**config.mk**
```make
export PLATFORM = sky130hd
export DESIGN_NAME = tx_ila_gen_flat
export DESIGN_NICKNAME = d
export VERILOG_FILES = /design/src/rtl/tx_ila_if.sv /design/src/rtl/tx_ila_gen.sv /design/src/flat_wrapper.sv
export SDC_FILE = /design/constraint.sdc
export NUM_CORES = 1
export LEC_CHECK = 0
export ABC_AREA = 0
export CORE_ASPECT_RATIO = 1.4
export CORE_MARGIN = 4
export CORE_UTILIZATION = 30
export DETAILED_ROUTE_END_ITERATION = 8
export SETUP_SLACK_MARGIN = 0.05
export SLEW_MARGIN = 40
export SYNTH_ARGS = -nofsm -noshare
export SYNTH_HDL_FRONTEND = slang
export SYNTH_SLANG_ARGS = --single-unit
```
**constraint.sdc**
```tcl
create_clock -name clk -period 8.1 [get_ports clk]
set_input_delay 1.62 -clock clk [delete_from_list [all_inputs] [get_ports clk]]
set_output_delay 1.62 -clock clk [all_outputs]
set_load 0.02 [all_outputs]
```
**src/rtl/tx_ila_if.sv**
```systemverilog
// Lane-side bundle for the JESD204B transmit ILA generator: LMFC strobe,
// link configuration in, and the octet stream plus status out.
interface tx_ila_if;
  logic         lmfc_clk;
  logic [2:0]   i_link_mux;
  logic [7:0]   i_F;
  logic [4:0]   i_K;
  logic [7:0]   i_ila_multiframe_length;
  logic [111:0] i_config;
  logic [7:0]   o_data;
  logic         o_is_k;
  logic         o_ila_done;
  logic         o_cfg_err;

  modport master (
    output lmfc_clk, i_link_mux, i_F, i_K, i_ila_multiframe_length, i_config,
    input  o_data, o_is_k, o_ila_done, o_cfg_err
  );

  modport slave (
    input  lmfc_clk, i_link_mux, i_F, i_K, i_ila_multiframe_length, i_config,
    output o_data, o_is_k, o_ila_done, o_cfg_err
  );
endinterface

```
**src/rtl/tx_ila_gen.sv**
```systemverilog
// JESD204B transmit initial lane alignment sequence generator, one octet per clk.
// Starts on an LMFC boundary, emits N multiframes of L octets, then flags done.
module tx_ila_gen (
  input  logic      clk,
  input  logic      rst_n,
  tx_ila_if.slave   bus
);
  localparam logic [7:0] K_CHAR = 8'hBC;
  localparam logic [7:0] R_CHAR = 8'h1C;
  localparam logic [7:0] A_CHAR = 8'h7C;
  localparam logic [7:0] Q_CHAR = 8'h9C;

  typedef enum logic [1:0] {IDLE, WAIT_LMFC, SEND, DONE} state_e;

  state_e        state_q, state_d;
  logic [12:0]   oc_q, oc_d;
  logic [8:0]    mf_q, mf_d;
  logic [13:0]   len_l_q, len_l_d;
  logic [8:0]    len_n_q, len_n_d;
  logic [111:0]  cfg_q, cfg_d;
  logic [7:0]    data_q, data_d;
  logic          is_k_q, is_k_d;
  logic          done_q, done_d;
  logic          cfg_err_q, cfg_err_d;

  logic          mux_ila, start, emit, last_oc, last_mf;
  logic [13:0]   l_live, cur_l;
  logic [8:0]    n_live, cur_n, cur_mf;
  logic [12:0]   cur_oc;
  logic [3:0]    cfg_idx;
  logic [127:0]  cfg_ext;

  assign mux_ila = (bus.i_link_mux == 3'd2);
  assign l_live  = (14'(bus.i_F) + 14'd1) * (14'(bus.i_K) + 14'd1);
  assign n_live  = 9'(bus.i_ila_multiframe_length) + 9'd1;
  assign start   = (state_q == WAIT_LMFC) && mux_ila && bus.lmfc_clk;
  assign emit    = start || ((state_q == SEND) && mux_ila);

  // The start cycle itself is octet (0,0), using the live configuration.
  assign cur_oc  = start ? 13'd0 : oc_q;
  assign cur_mf  = start ? 9'd0  : mf_q;
  assign cur_l   = start ? l_live : len_l_q;
  assign cur_n   = start ? n_live : len_n_q;
  assign last_oc = ({1'b0, cur_oc} == cur_l - 14'd1);
  assign last_mf = (cur_mf == cur_n - 9'd1);
  assign cfg_idx = cur_oc[3:0] - 4'd2;
  assign cfg_ext = {16'h0000, cfg_q};

  // State register.
  always_ff @(posedge clk or negedge rst_n) begin
    // NOTE: sequential state uses non-blocking assignments so every flop samples pre-edge values.
    if (!rst_n) begin
      state_q   <= IDLE;
      oc_q      <= '0;
      mf_q      <= '0;
      data_q    <= K_CHAR;
      is_k_q    <= 1'b1;
      done_q    <= 1'b0;
      cfg_err_q <= 1'b0;
    end else begin
      state_q   <= state_d;
      oc_q      <= oc_d;
      mf_q      <= mf_d;
      data_q    <= data_d;
      is_k_q    <= is_k_d;
      done_q    <= done_d;
      cfg_err_q <= cfg_err_d;
    end
  end

  // NOTE: configuration latches are pure datapath, only read after being loaded, so they carry no reset.
  always_ff @(posedge clk) begin
    len_l_q <= len_l_d;
    len_n_q <= len_n_d;
    cfg_q   <= cfg_d;
  end

  // Next-state and counter logic.
  always_comb begin
    // NOTE: every comb output gets a default first so no path infers a latch.
    state_d = state_q;
    oc_d    = oc_q;
    mf_d    = mf_q;
    len_l_d = len_l_q;
    len_n_d = len_n_q;
    cfg_d   = cfg_q;
    unique case (state_q)
      IDLE:      if (mux_ila && (l_live >= 14'd17)) state_d = WAIT_LMFC;
      WAIT_LMFC: if (!mux_ila) state_d = IDLE;
                 else if (bus.lmfc_clk) begin
                   len_l_d = l_live;
                   len_n_d = n_live;
                   cfg_d   = bus.i_config;
                 end
      SEND, DONE: if (!mux_ila) begin
                   state_d = IDLE;
                   oc_d    = '0;
                   mf_d    = '0;
                 end
      default:   state_d = IDLE;
    endcase
    if (emit) begin
      state_d = SEND;
      if (last_oc) begin
        oc_d = '0;
        if (last_mf) begin
          mf_d    = '0;
          state_d = DONE;
        end else begin
          mf_d = cur_mf + 9'd1;
        end
      end else begin
        oc_d = cur_oc + 13'd1;
        mf_d = cur_mf;
      end
    end
  end

  // Output octet selection, registered one cycle later.
  always_comb begin
    data_d    = K_CHAR;
    is_k_d    = 1'b1;
    done_d    = (state_q == DONE) && mux_ila;
    cfg_err_d = (state_q == IDLE) && mux_ila && (l_live < 14'd17);
    if (emit) begin
      if (cur_oc == 13'd0) begin
        data_d = R_CHAR;
      end else if (last_oc) begin
        data_d = A_CHAR;
      end else if ((cur_mf == 9'd1) && (cur_oc == 13'd1)) begin
        data_d = Q_CHAR;
      end else if ((cur_mf == 9'd1) && (cur_oc <= 13'd15)) begin
        data_d = cfg_ext[{cfg_idx, 3'b000} +: 8];
        is_k_d = 1'b0;
      end else begin
        data_d = cur_oc[7:0];
        is_k_d = 1'b0;
      end
    end
  end

  assign bus.o_data     = data_q;
  assign bus.o_is_k     = is_k_q;
  assign bus.o_ila_done = done_q;
  assign bus.o_cfg_err  = cfg_err_q;
endmodule

```
**src/flat_wrapper.sv**
```systemverilog
// flat-port wrapper written by rule: the top's interface ports become plain ports
module tx_ila_gen_flat 
  (clk, rst_n, bus_lmfc_clk, bus_i_link_mux, bus_i_F, bus_i_K, bus_i_ila_multiframe_length, bus_i_config, bus_o_data, bus_o_is_k, bus_o_ila_done, bus_o_cfg_err);
  tx_ila_if bus_i ();
  input  logic clk;
  input  logic rst_n;
  input wire logic [$bits(bus_i.lmfc_clk)-1:0] bus_lmfc_clk;
  input wire logic [$bits(bus_i.i_link_mux)-1:0] bus_i_link_mux;
  input wire logic [$bits(bus_i.i_F)-1:0] bus_i_F;
  input wire logic [$bits(bus_i.i_K)-1:0] bus_i_K;
  input wire logic [$bits(bus_i.i_ila_multiframe_length)-1:0] bus_i_ila_multiframe_length;
  input wire logic [$bits(bus_i.i_config)-1:0] bus_i_config;
  output wire logic [$bits(bus_i.o_data)-1:0] bus_o_data;
  output wire logic [$bits(bus_i.o_is_k)-1:0] bus_o_is_k;
  output wire logic [$bits(bus_i.o_ila_done)-1:0] bus_o_ila_done;
  output wire logic [$bits(bus_i.o_cfg_err)-1:0] bus_o_cfg_err;
  assign bus_i.lmfc_clk = bus_lmfc_clk;
  assign bus_i.i_link_mux = bus_i_link_mux;
  assign bus_i.i_F = bus_i_F;
  assign bus_i.i_K = bus_i_K;
  assign bus_i.i_ila_multiframe_length = bus_i_ila_multiframe_length;
  assign bus_i.i_config = bus_i_config;
  assign bus_o_data = bus_i.o_data;
  assign bus_o_is_k = bus_i.o_is_k;
  assign bus_o_ila_done = bus_i.o_ila_done;
  assign bus_o_cfg_err = bus_i.o_cfg_err;
  tx_ila_gen u_core (.clk(clk), .rst_n(rst_n), .bus(bus_i));
endmodule
```
==> load_flow_metrics.sql <==
INSERT INTO impl_metrics (metric_group, metric, value, unit) VALUES
('sta', 'crit_path_setup_slack_layout', '0.514', 'ns'),
('sta', 'setup_viol', '0', ''),
('die', 'core-area', '34000', 'um2'),
('power', 'powerDensity', '197', 'nW/um2'),
('detailed_routing', 'drt-total-wl', '26200', 'um'),
('clock_tree', 'cts_root_buffer', 'clkbuf_16', ''),
('critical_path', 'crit_path_cell_trace', 'clkdlybuf4s50_1 > ha_1 > nand3_1 > xor2_1 > buf_4 > nor2_1 > fa_1 > fa_1 > inv_1 > fa_1 > inv_1 > ha_1 > nand3_1 > o21a_1 > a21oi_1 > o41ai_2 > xnor2_1 > mux2i_1 > xnor2_2 > or4_1 > a2111oi_4 > a21o_1', ''),
('clock_tree', 'clkSlewWorstSetupHoldPaths', '0.07', 'ns'),
('global_routing', 'grt_antenna_before_repair', '0', ''),
('yosys', 'postSynth.topFlopCell', 'edfxtp_1', ''),
('power', 'p_int', '1.76', 'mW'),
('yosys', 'synth.net_count', '1154', ''),
('yosys', 'synthesis.area_per_instance', '10.8', 'um2'),
('yosys', 'yosys.cell_types.count', '93', ''),
('clock_tree', 'post_cts_resized', '0', ''),
('flow_run', 'max_capacitance_violation_count', '0', ''),
('die', 'floorplan.die.height', '227', 'um'),
('final_layout', 'diodes', '0', ''),
('final_layout', 'syn_to_final_growth', '26.2', '%'),
('clock_tree', 'clock_sink_count', '170', ''),
('power', 'max-vdd-ir-drop', '0.150', 'mV'),
('critical_path', 'slowest_stage', 'or4_1', ''),
('critical_path', 'crit_arrival', '7.94', 'ns'),
('placed_design', 'gp_congestion', '0.870', ''),
('final_layout', 'layout_commonest_cell', 'clkdlybuf4s50_1', ''),
('power', 'pwr-share-seq', '37.8', '%'),
('final_layout', 'design.final.nets', '1305', ''),
('yosys', 'synth-seq-area-share', '47.8', '%'),
('final_layout', 'layout_common_cells', 'clkdlybuf4s50_1, edfxtp_1, nand2_1, nor2_1, inv_1', ''),
('outcome', 'outcome', 'finished, final reports clean', ''),
('detailed_routing', 'dr.pass1.iters', '5', ''),
('placed_design', 'pre_cts_slack', '0.0857', 'ns'),
('clock_tree', 'cts_max_level', '4', ''),
('min_path', 'holdCritPathClass', 'flip-flop to flip-flop', ''),
('die', 'die_width', '165', 'um'),
('yosys', 'post_synth_instance_area', '10300', 'um2'),
('yosys', 'ys.warnings.count', '0', ''),
('critical_path', 'crit_top_cell', 'fa_1', ''),
('global_routing', 'grt_start_max_net_pins', '71', ''),
('die', 'initial_standard_cell_utilization_of_the_core', '30.3', '%'),
('detailed_routing', 'route.detailed.drc', '0', ''),
('detailed_routing', 'via_per_inst', '4.93', ''),
('clock_tree', 'clock_insertion_delay_worst_skew', '0.43', 'ns'),
('critical_path', 'required', '8.46', 'ns'),
('sta', 'skew', '0.0102', 'ns'),
('clock_tree', 'cts_hold_buffers', '0', ''),
('power', 'clkPwrFrac', '33.3', '%'),
('die', 'placement_rows', '80', ''),
('critical_path', 'worstSetupStartpointType', 'input pin', ''),
('sta', 'post-route-min-period', '7.59', 'ns'),
('sta', 'final_period_util', '93.7', '%'),
('yosys', 'number_of_flops_mapped_to_enable_cells_by_yosys', '135', ''),
('detailed_routing', 'drt.antenna.violating_nets', '0', ''),
('critical_path', 'path_class', 'input pin to flip-flop', ''),
('critical_path', 'cp_max_fo', '7', ''),
('global_routing', 'groute.usage.overall', '14.2', '%'),
('power', 'power_switching_share', '31.2', '%'),
('global_routing', 'grt_pass1_wl', '42400', 'um'),
('yosys', 'synth-seq-cells', '170', ''),
('yosys', 'syn_inst', '953', ''),
('critical_path', 'worst-path-buf-inv', '4', ''),
('clock_tree', 'cts_made_buffers', '17', ''),
('detailed_routing', 'routed_length_per_placed_instance', '16.7', 'um'),
('sta', 'hold_violations', '0', ''),
('die', 'top_level_ports', '150', ''),
('critical_path', 'critical-path-max-stage-delay', '0.74', 'ns'),
('power', 'p_leak', '4.85', 'nW'),
('final_layout', 'post_route_cells_drive_above_1_share', '9.94', '%'),
('placed_design', 'placement.io_buffers', '149', ''),
('sta', 'tightestPinTransition', '0.801', 'ns'),
('critical_path', 'worst_setup_path_end_kind', 'flip-flop', '');
## worst register-to-register path: stages, from the launching register on
cell	delay, ns
dfrtp_1	0.42
and3b_4	0.35
nand2_4	0.30
inv_6	0.54
mux2i_1	0.25
ha_1	0.31
nand3b_1	0.13
xnor2_1	0.14
nor3_1	0.22
a41o_1	0.13
o221ai_1	0.14
nor4_1	0.61
nand2b_1	0.45
o221a_2	0.27
o21ai_1	0.06
## cell families after synthesis
kind of cell               after synthesis  share of synthesized area (%)
AOI/OAI and AO/OA                      176                           12.1
xor gates and xnor gates                71                           6.17
muxes                                   30                           3.81
adders and majority gates               62                           9.55
DFF                                    170                           47.8
and+or+nand+nor                        355                           17.2
buffers and inverters                   89                           3.37
## cells in the mapped netlist (4+ instances only)
cell,number,area (um2)
nand2_1,102,383
or4_1,6,45.0
xnor2_1,38,333
dfrtp_1,29,726
nand3_1,28,140
xor2_1,31,272
a21o_1,12,90.1
mux4_2,7,158
nand2b_1,7,43.8
o211ai_1,5,37.5
o31ai_1,6,45.0
nor2b_1,11,68.8
nor3_1,21,105
a211oi_1,14,105
a221oi_1,4,35.0
buf_2,10,50.1
nor2_1,100,375
o21ai_0,26,130
nand3b_1,4,30.0
or2_2,8,50.1
a311oi_1,4,35.0
dfstp_2,6,158
nor4_1,10,62.6
o221ai_1,6,52.6
inv_1,45,169
a31oi_1,12,75.1
mux2_2,4,45.0
o22ai_1,4,25.0
mux2i_1,19,190
and3_1,13,81.3
nand4_1,9,56.3
or3_1,10,62.6
ha_1,34,425
edfxtp_1,135,4050
clkbuf_1,26,97.6
buf_1,4,15.0
a21oi_1,40,200
fa_1,28,561
## layer usage
layer / vias to the layer above / share of wire, % / track usage, %
li1: 3762 / - / -
met1: 3764 / 41 / 17.6
met2: 182 / 52 / 25.3
met3: 24 / 4.8 / 2.92
met4: 0 / 1.5 / 3.33
met5: - / 0 / 0
## power groups by stage
stage,clock (mW),combinational (mW),sequential (mW)
detailed placement,0,0.745,0.987
floorplan,0,0.482,0.987
global placement,0,0.732,0.987
CTS,0.875,0.751,0.968
finish,0.854,0.742,0.969
global route,0.916,0.828,0.969
## through the flow
stage / total power, mW / std cells / cell area, um2 / util (%)
after floorplan: 1.47 / 953 / 10300 / -
after global placement: 1.72 / 1536 / 12400 / 36.4
after detailed placement: 1.73 / 1536 / 12400 / 36.5
after CTS: 2.60 / 1568 / 13000 / 38.3
after global routing: 2.71 / 1568 / 13000 / 38.3
final: 2.56 / 1568 / 13000 / 38.3
## sequential cells by signal, indices dropped and copies added (netlist names)
| register | cells |
|---|---|
| u_core.bus.o_cfg_err | 1 |
| u_core.bus.o_data | 8 |
| u_core.bus.o_ila_done | 1 |
| u_core.bus.o_is_k | 1 |
| u_core.cfg_q | 112 |
| u_core.len_l_q | 14 |
| u_core.len_n_q | 9 |
| u_core.mf_q | 9 |
| u_core.oc_q | 13 |
| u_core.state_q | 2 |
## path summary, 6_finish.rpt
kind,start,end,cells after the start
worst max-delay path,bus_i_K[0],u_core.mf_q[5]$_DFFE_PN0P_,22
worst min-delay path,u_core.mf_q[8]$_DFFE_PN0P_,u_core.mf_q[8]$_DFFE_PN0P_,1
worst max register to register,u_core.state_q[1]$_DFFE_PN0P_,u_core.mf_q[2]$_DFFE_PN0P_,14
worst min register to register,u_core.mf_q[8]$_DFFE_PN0P_,u_core.mf_q[8]$_DFFE_PN0P_,1
max in group asynchronous,rst_n,u_core.bus.o_data[7]$_DFF_PN1_,1
min in group asynchronous,rst_n,u_core.mf_q[1]$_DFFE_PN0P_,1
## area by class of cell
cell class                 count  area (um2)
inverter                      48         188
sequential                   170        4940
timing repair buffer         173        1670
fill                        3378       21000
clock inverter                14         185
multi-input combinational    694        5050
tap                          451         564
clock buffer                  18         429
(Power assumes the default switching activity.)
